==> config.mk <==
export PLATFORM = sky130hd
export DESIGN_NAME = tx_frame_ctrl
export DESIGN_NICKNAME = d
export VERILOG_FILES = /design/src/rtl/tx_frame_pkg.sv /design/src/rtl/tx_frame_ser.sv /design/src/rtl/tx_frame_ctrl.sv
export SDC_FILE = /design/constraint.sdc
export NUM_CORES = 1
export LEC_CHECK = 0
export ABC_AREA = 1
export ABC_CLOCK_PERIOD_IN_PS = 2250
export CAP_MARGIN = 0
export CORE_MARGIN = 2
export CORE_UTILIZATION = 45
export DETAILED_ROUTE_END_ITERATION = 8
export GPL_TIMING_DRIVEN = 0
export PLACE_DENSITY = 0.68
export SYNTH_ARGS = -nofsm -noshare
export SYNTH_HDL_FRONTEND = slang
export SYNTH_HIERARCHICAL = 1
export SYNTH_SLANG_ARGS = --single-unit
==> constraint.sdc <==
create_clock -name CLK -period 2.25 [get_ports CLK]
set_input_delay 0.225 -clock CLK [delete_from_list [all_inputs] [get_ports CLK]]
set_output_delay 0.225 -clock CLK [all_outputs]
set_load 0.05 [all_outputs]
==> src/rtl/tx_frame_pkg.sv <==
// Shared types and constants for the tx_frame serial transmitter.
// Defining TX_FRAME_TWO_STOP_EN adds a second stop bit (STOP2 state).
package tx_frame_pkg;

    localparam int DEFAULT_WIDTH = 8;

`ifdef TX_FRAME_TWO_STOP_EN
    typedef enum logic [2:0] {
        ST_IDLE,
        ST_START,
        ST_DATA,
        ST_PARITY,
        ST_STOP,
        ST_STOP2
    } tx_state_e;
`else
    typedef enum logic [2:0] {
        ST_IDLE,
        ST_START,
        ST_DATA,
        ST_PARITY,
        ST_STOP
    } tx_state_e;
`endif

endpackage : tx_frame_pkg

==> src/rtl/tx_frame_ser.sv <==
// Shift register and bit counter for tx_frame_ctrl. Loads a word, then on each
// shift moves one bit towards the LSB; last_bit flags the final data bit.
module tx_frame_ser
    import tx_frame_pkg::*;
#(
    parameter int WIDTH = DEFAULT_WIDTH
) (
    input  logic             CLK,
    input  logic             RST,
    input  logic             load,
    input  logic [WIDTH-1:0] load_data,
    input  logic             shift,
    output logic             cur_bit,
    output logic             next_bit,
    output logic             last_bit
);

    localparam int CNT_W = (WIDTH > 1) ? $clog2(WIDTH) : 1;

    logic [WIDTH-1:0] shreg;
    logic [WIDTH-1:0] shifted;
    logic [CNT_W-1:0] bit_cnt;

    assign shifted  = shreg >> 1;
    assign cur_bit  = shreg[0];
    // Bit that becomes the LSB after this shift, so the registered output can lead it.
    assign next_bit = shifted[0];
    assign last_bit = (bit_cnt == CNT_W'(WIDTH - 1));

    // NOTE: state registers use non-blocking assignments so every flop samples
    // pre-edge values regardless of block ordering.
    always_ff @(posedge CLK or negedge RST) begin
        if (!RST) begin
            shreg   <= '0;
            bit_cnt <= '0;
        end else if (load) begin
            shreg   <= load_data;
            bit_cnt <= '0;
        end else if (shift) begin
            shreg <= shifted;
            if (!last_bit) begin
                bit_cnt <= bit_cnt + CNT_W'(1);
            end
        end
    end

endmodule : tx_frame_ser

==> src/rtl/tx_frame_ctrl.sv <==
// Serial frame transmitter: start bit, WIDTH data bits LSB first, optional
// parity, stop bit(s). TX_FRAME_TWO_STOP_EN selects two stop bits.
module tx_frame_ctrl
    import tx_frame_pkg::*;
#(
    parameter int WIDTH = DEFAULT_WIDTH
) (
    input  logic             CLK,
    input  logic             RST,
    input  logic [WIDTH-1:0] P_DATA,
    input  logic             DATA_VALID,
    input  logic             PAR_EN,
    input  logic             PAR_TYP,
    output logic             TX_OUT,
    output logic             BUSY,
    output logic             DONE
);

    tx_state_e state;
    logic      par_en_q;
    logic      par_bit_q;
    logic      load;
    logic      shift;
    logic      cur_bit;
    logic      next_bit;
    logic      last_bit;

    assign load  = (state == ST_IDLE) && DATA_VALID;
    assign shift = (state == ST_DATA);

    tx_frame_ser #(
        .WIDTH(WIDTH)
    ) u_ser (
        .CLK      (CLK),
        .RST      (RST),
        .load     (load),
        .load_data(P_DATA),
        .shift    (shift),
        .cur_bit  (cur_bit),
        .next_bit (next_bit),
        .last_bit (last_bit)
    );

    // Outputs are assigned alongside the state they belong to, so they change
    // on the same edge that enters the new state.
    always_ff @(posedge CLK or negedge RST) begin
        if (!RST) begin
            state     <= ST_IDLE;
            TX_OUT    <= 1'b1;
            BUSY      <= 1'b0;
            DONE      <= 1'b0;
            par_en_q  <= 1'b0;
            par_bit_q <= 1'b0;
        end else begin
            DONE <= 1'b0;
            case (state)
                ST_IDLE: begin
                    if (DATA_VALID) begin
                        state     <= ST_START;
                        TX_OUT    <= 1'b0;
                        BUSY      <= 1'b1;
                        par_en_q  <= PAR_EN;
                        par_bit_q <= (^P_DATA) ^ PAR_TYP;
                    end
                end
                ST_START: begin
                    state  <= ST_DATA;
                    TX_OUT <= cur_bit;
                end
                ST_DATA: begin
                    if (last_bit) begin
                        if (par_en_q) begin
                            state  <= ST_PARITY;
                            TX_OUT <= par_bit_q;
                        end else begin
                            state  <= ST_STOP;
                            TX_OUT <= 1'b1;
                        end
                    end else begin
                        TX_OUT <= next_bit;
                    end
                end
                ST_PARITY: begin
                    state  <= ST_STOP;
                    TX_OUT <= 1'b1;
                end
`ifdef TX_FRAME_TWO_STOP_EN
                ST_STOP: begin
                    state  <= ST_STOP2;
                    TX_OUT <= 1'b1;
                end
                ST_STOP2: begin
                    state  <= ST_IDLE;
                    TX_OUT <= 1'b1;
                    BUSY   <= 1'b0;
                    DONE   <= 1'b1;
                end
`else
                ST_STOP: begin
                    state  <= ST_IDLE;
                    TX_OUT <= 1'b1;
                    BUSY   <= 1'b0;
                    DONE   <= 1'b1;
                end
`endif
                default: begin
                    state  <= ST_IDLE;
                    TX_OUT <= 1'b1;
                    BUSY   <= 1'b0;
                end
            endcase
        end
    end

endmodule : tx_frame_ctrl

==> impl_metrics.tcl <==
set metrics [dict create \
    syn_area_sq_um 1070 \
    cp_cell_sequence "clkdlybuf4s50_1" \
    cp-startpoint "TX_OUT$_DFFE_PN1P_" \
    p_leak_nw 0.650 \
    rsz0062_at_grt "false" \
    core_sq_um 2230 \
    seq_area_sq_um 477 \
    clk_latency_ns 0.29 \
    utilization 0.576 \
    num_vias 907 \
    fill_cells 207 \
    cp_num_buf_inv 1 \
    tightest_slew_ns 0.843 \
    cts_setup_buffers 0 \
    firstDrtPassIters 4 \
    irDropWorstVdd_mv 0.676 \
    slew_viol_final 0 \
    via_per_inst 4.96 \
    pwr-share-clk 0.104 \
    cts_tree "yes" \
    p_sw_mw 0.731 \
    first_iter_violations 13 \
    antenna_cells 0 \
    switching_share 0.448 \
    rows 17 \
    area_growth_pct 19.7 \
    clockBufferDepth 2 \
    pwr-share-seq 0.375 \
    whs_ns 0.406 \
    cts_made_buffers 3 \
    combPwrFrac 0.521 \
    setup-tns-final_ns 0 \
    drt_wl_total_mm 1.95 \
    status "finished, final reports clean" \
    yosysUniqueCellTypes 25 \
    layout.nets 171 \
    gp_congestion 0.801 \
    crit_arrival_ns 1.63 \
    max_freq_ghz 0.540 \
    power_density_nw_per_um2 1270 \
    postSynthCellCount 136 \
    die_w_um 52.9 \
    start_kind "flip-flop" \
    reg2reg_from "state[0]$_DFFE_PN0P_" \
    relSlewSlack 0.436 \
    ant_nets 0 \
    multi_input_comb_area_sq_um 510 \
    ys_seq_area_frac 0.444 \
    synth_warnings 6 \
    skew_ns 0.00176 \
    grt_pass1_vias 837 \
    io_buffers 15 \
    slowest_stage "clkdlybuf4s50_1" \
    overflow 0 \
    fin_crit_ns 1.85 \
    hold_buffers 0 \
    final_layout_size_suffix_gt1_frac 0.135 \
    hold_path.class "in2async" \
    grt_pass1_wl_mm 3.56 \
    rrSetupSlack_ns 0.84 \
    wire_per_inst_um 10.7 \
    cp-endpoint "TX_OUT" \
    dp_hpwl_mm 1.51 \
    fp.dieH_um 52.9 \
    synthesis.nets 151 \
    crit_type "reg2out" \
    die_area_sq_um 2800 \
    cp.depth 1 \
    finalHoldViolCount 0 \
    cts-root-buf "clkbuf_4" \
    intPower_mw 0.900 \
    fin_crit_sh 0.824 \
    cp-end-kind "output port" \
    cp.required_ns 2.03 \
    cts_resized 0 \
    grt_max_degree 20 \
    ios 16 \
    clk_pin_slew_ns 0.10 \
    antenna_found_initial 0 \
    ys_ff_latch 19 \
    start_util 0.481 \
    design_area_sq_um 1290 \
    avgSynthCellArea_sq_um 7.90 \
    worst-path-max-fanout 2 \
    reg2regPathDepth 10 \
    grt_usage 0.177 \
    placement.cell_area_sq_um 1260 \
    path_delay_family "buffers and inverters" \
    htree_num_levels 1 \
    timing.final.ws_setup_ns 0.397 \
    setup_viol 0 \
    crit_path_max_incr_delay_ns 0.79 \
    drc 0 \
    r2r-end "u_ser/bit_cnt[2]$_DFFE_PN0P_" \
    maxCapViolations 0 \
    pre_cts_ws_ns 0.723 \
    cts_sinks 19 \
]
[per-stage QoR]
step	cells	total power [mW]
final	183	1.63
after global routing	183	1.79
after CTS	183	1.65
after detailed placement	179	1.47
after global placement	179	1.44
after floorplan	136	1.27
[area by class of cell]
| cell class | count | area share |
|---|---|---|
| Sequential cell | 19 | 0.371 |
| Timing Repair Buffer | 15 | 0.117 |
| Clock buffer | 4 | 0.0204 |
| Tap cell | 28 | 0.0272 |
| Multi-Input combinational cell | 99 | 0.397 |
| Buffer | 2 | 0.0175 |
| Inverter | 16 | 0.0506 |
[how the worst min path moves through the flow]
stage,from,endpoint
3_5_place_dp,par_en_q$_DFFE_PN0P_,state[2]$_DFFE_PN0P_
2_1_floorplan,RST,BUSY$_DFFE_PN0P_
6_report,RST,state[1]$_DFFE_PN0P_
4_1_cts,RST,u_ser/bit_cnt[1]$_DFFE_PN0P_
5_1_grt,RST,u_ser/shreg[1]$_DFFE_PN0P_
3_3_place_gp,u_ser/shreg[7]$_DFFE_PN0P_,u_ser/shreg[7]$_DFFE_PN0P_
[metal layers]
metal / global-route usage / vias to the layer above / routed length, um
li1: - / 469 / -
met1: 0.240 / 414 / 944
met2: 0.273 / 20 / 896
met3: 0.0169 / 4 / 57
met4: 0.103 / 0 / 51
met5: 0 / - / 0
[cell families after synthesis]
logic type | Yosys count | share of synthesized area
AND/OR/NAND/NOR | 85 | 0.362
flip-flops | 19 | 0.444
AO/OA/AOI/OAI | 8 | 0.0570
XOR/XNOR | 4 | 0.0326
buffers and inverters | 18 | 0.0815
adder cells (fa/ha/maj) | 2 | 0.0233
[power by group through the flow]
stage | Sequential (mW) | Clock [mW] | Combinational [mW]
6_report | 0.611 | 0.170 | 0.850
5_1_grt | 0.634 | 0.195 | 0.963
4_1_cts | 0.612 | 0.177 | 0.857
3_5_place_dp | 0.617 | 0 | 0.852
3_3_place_gp | 0.614 | 0 | 0.830
2_1_floorplan | 0.669 | 0 | 0.601
[state kept, by name, indices dropped and copies added, names as in the netlist]
| register | count |
|---|---|
| state | 3 |
| par_en_q | 1 |
| DONE | 1 |
| par_bit_q | 1 |
| BUSY | 1 |
| u_ser/shreg | 8 |
| u_ser/bit_cnt | 3 |
| TX_OUT | 1 |
[synth_stat cells]
library cell  number  area, sq um
nand2_1           51          191
dfrtp_1           18          450
nand3_1           13         65.1
inv_1             11         41.3
nor2_1             9         33.8
inv_2              3         11.3
nor3_1             3         15.0
o21ai_1            3         15.0
a21oi_1            2         10.0
buf_6              2         22.5
ha_1               2         25.0
inv_4              2         12.5
nand2_2            2         12.5
nand4_1            2         12.5
xnor2_1            2         17.5
xor2_1             2         17.5
a211oi_2           1         12.5
dfstp_2            1         26.3
nand2_4            1         11.3
nand3_2            1         10.0
nor2_2             1         6.26
nor2_4             1         11.3
nor2_8             1         20.0
o2111ai_2          1         15.0
o21ai_2            1         8.76
[cell usage in the layout, fill, tap and decap left out, types with 2 or more instances in the layout]
cell / netlist / layout
clkbuf_4: 0 / 3
nor3_1: 3 / 3
o21ai_1: 3 / 3
inv_2: 3 / 3
inv_1: 11 / 11
nand3_1: 13 / 13
nand2_1: 51 / 51
ha_1: 2 / 2
dfrtp_1: 18 / 18
buf_6: 2 / 2
nand2_2: 2 / 2
inv_4: 2 / 2
nand4_1: 2 / 2
xor2_1: 2 / 2
clkdlybuf4s50_1: 0 / 15
xnor2_1: 2 / 2
nor2_1: 9 / 9
a21oi_1: 2 / 2
Note: power is estimated with default switching activity, not from simulation.
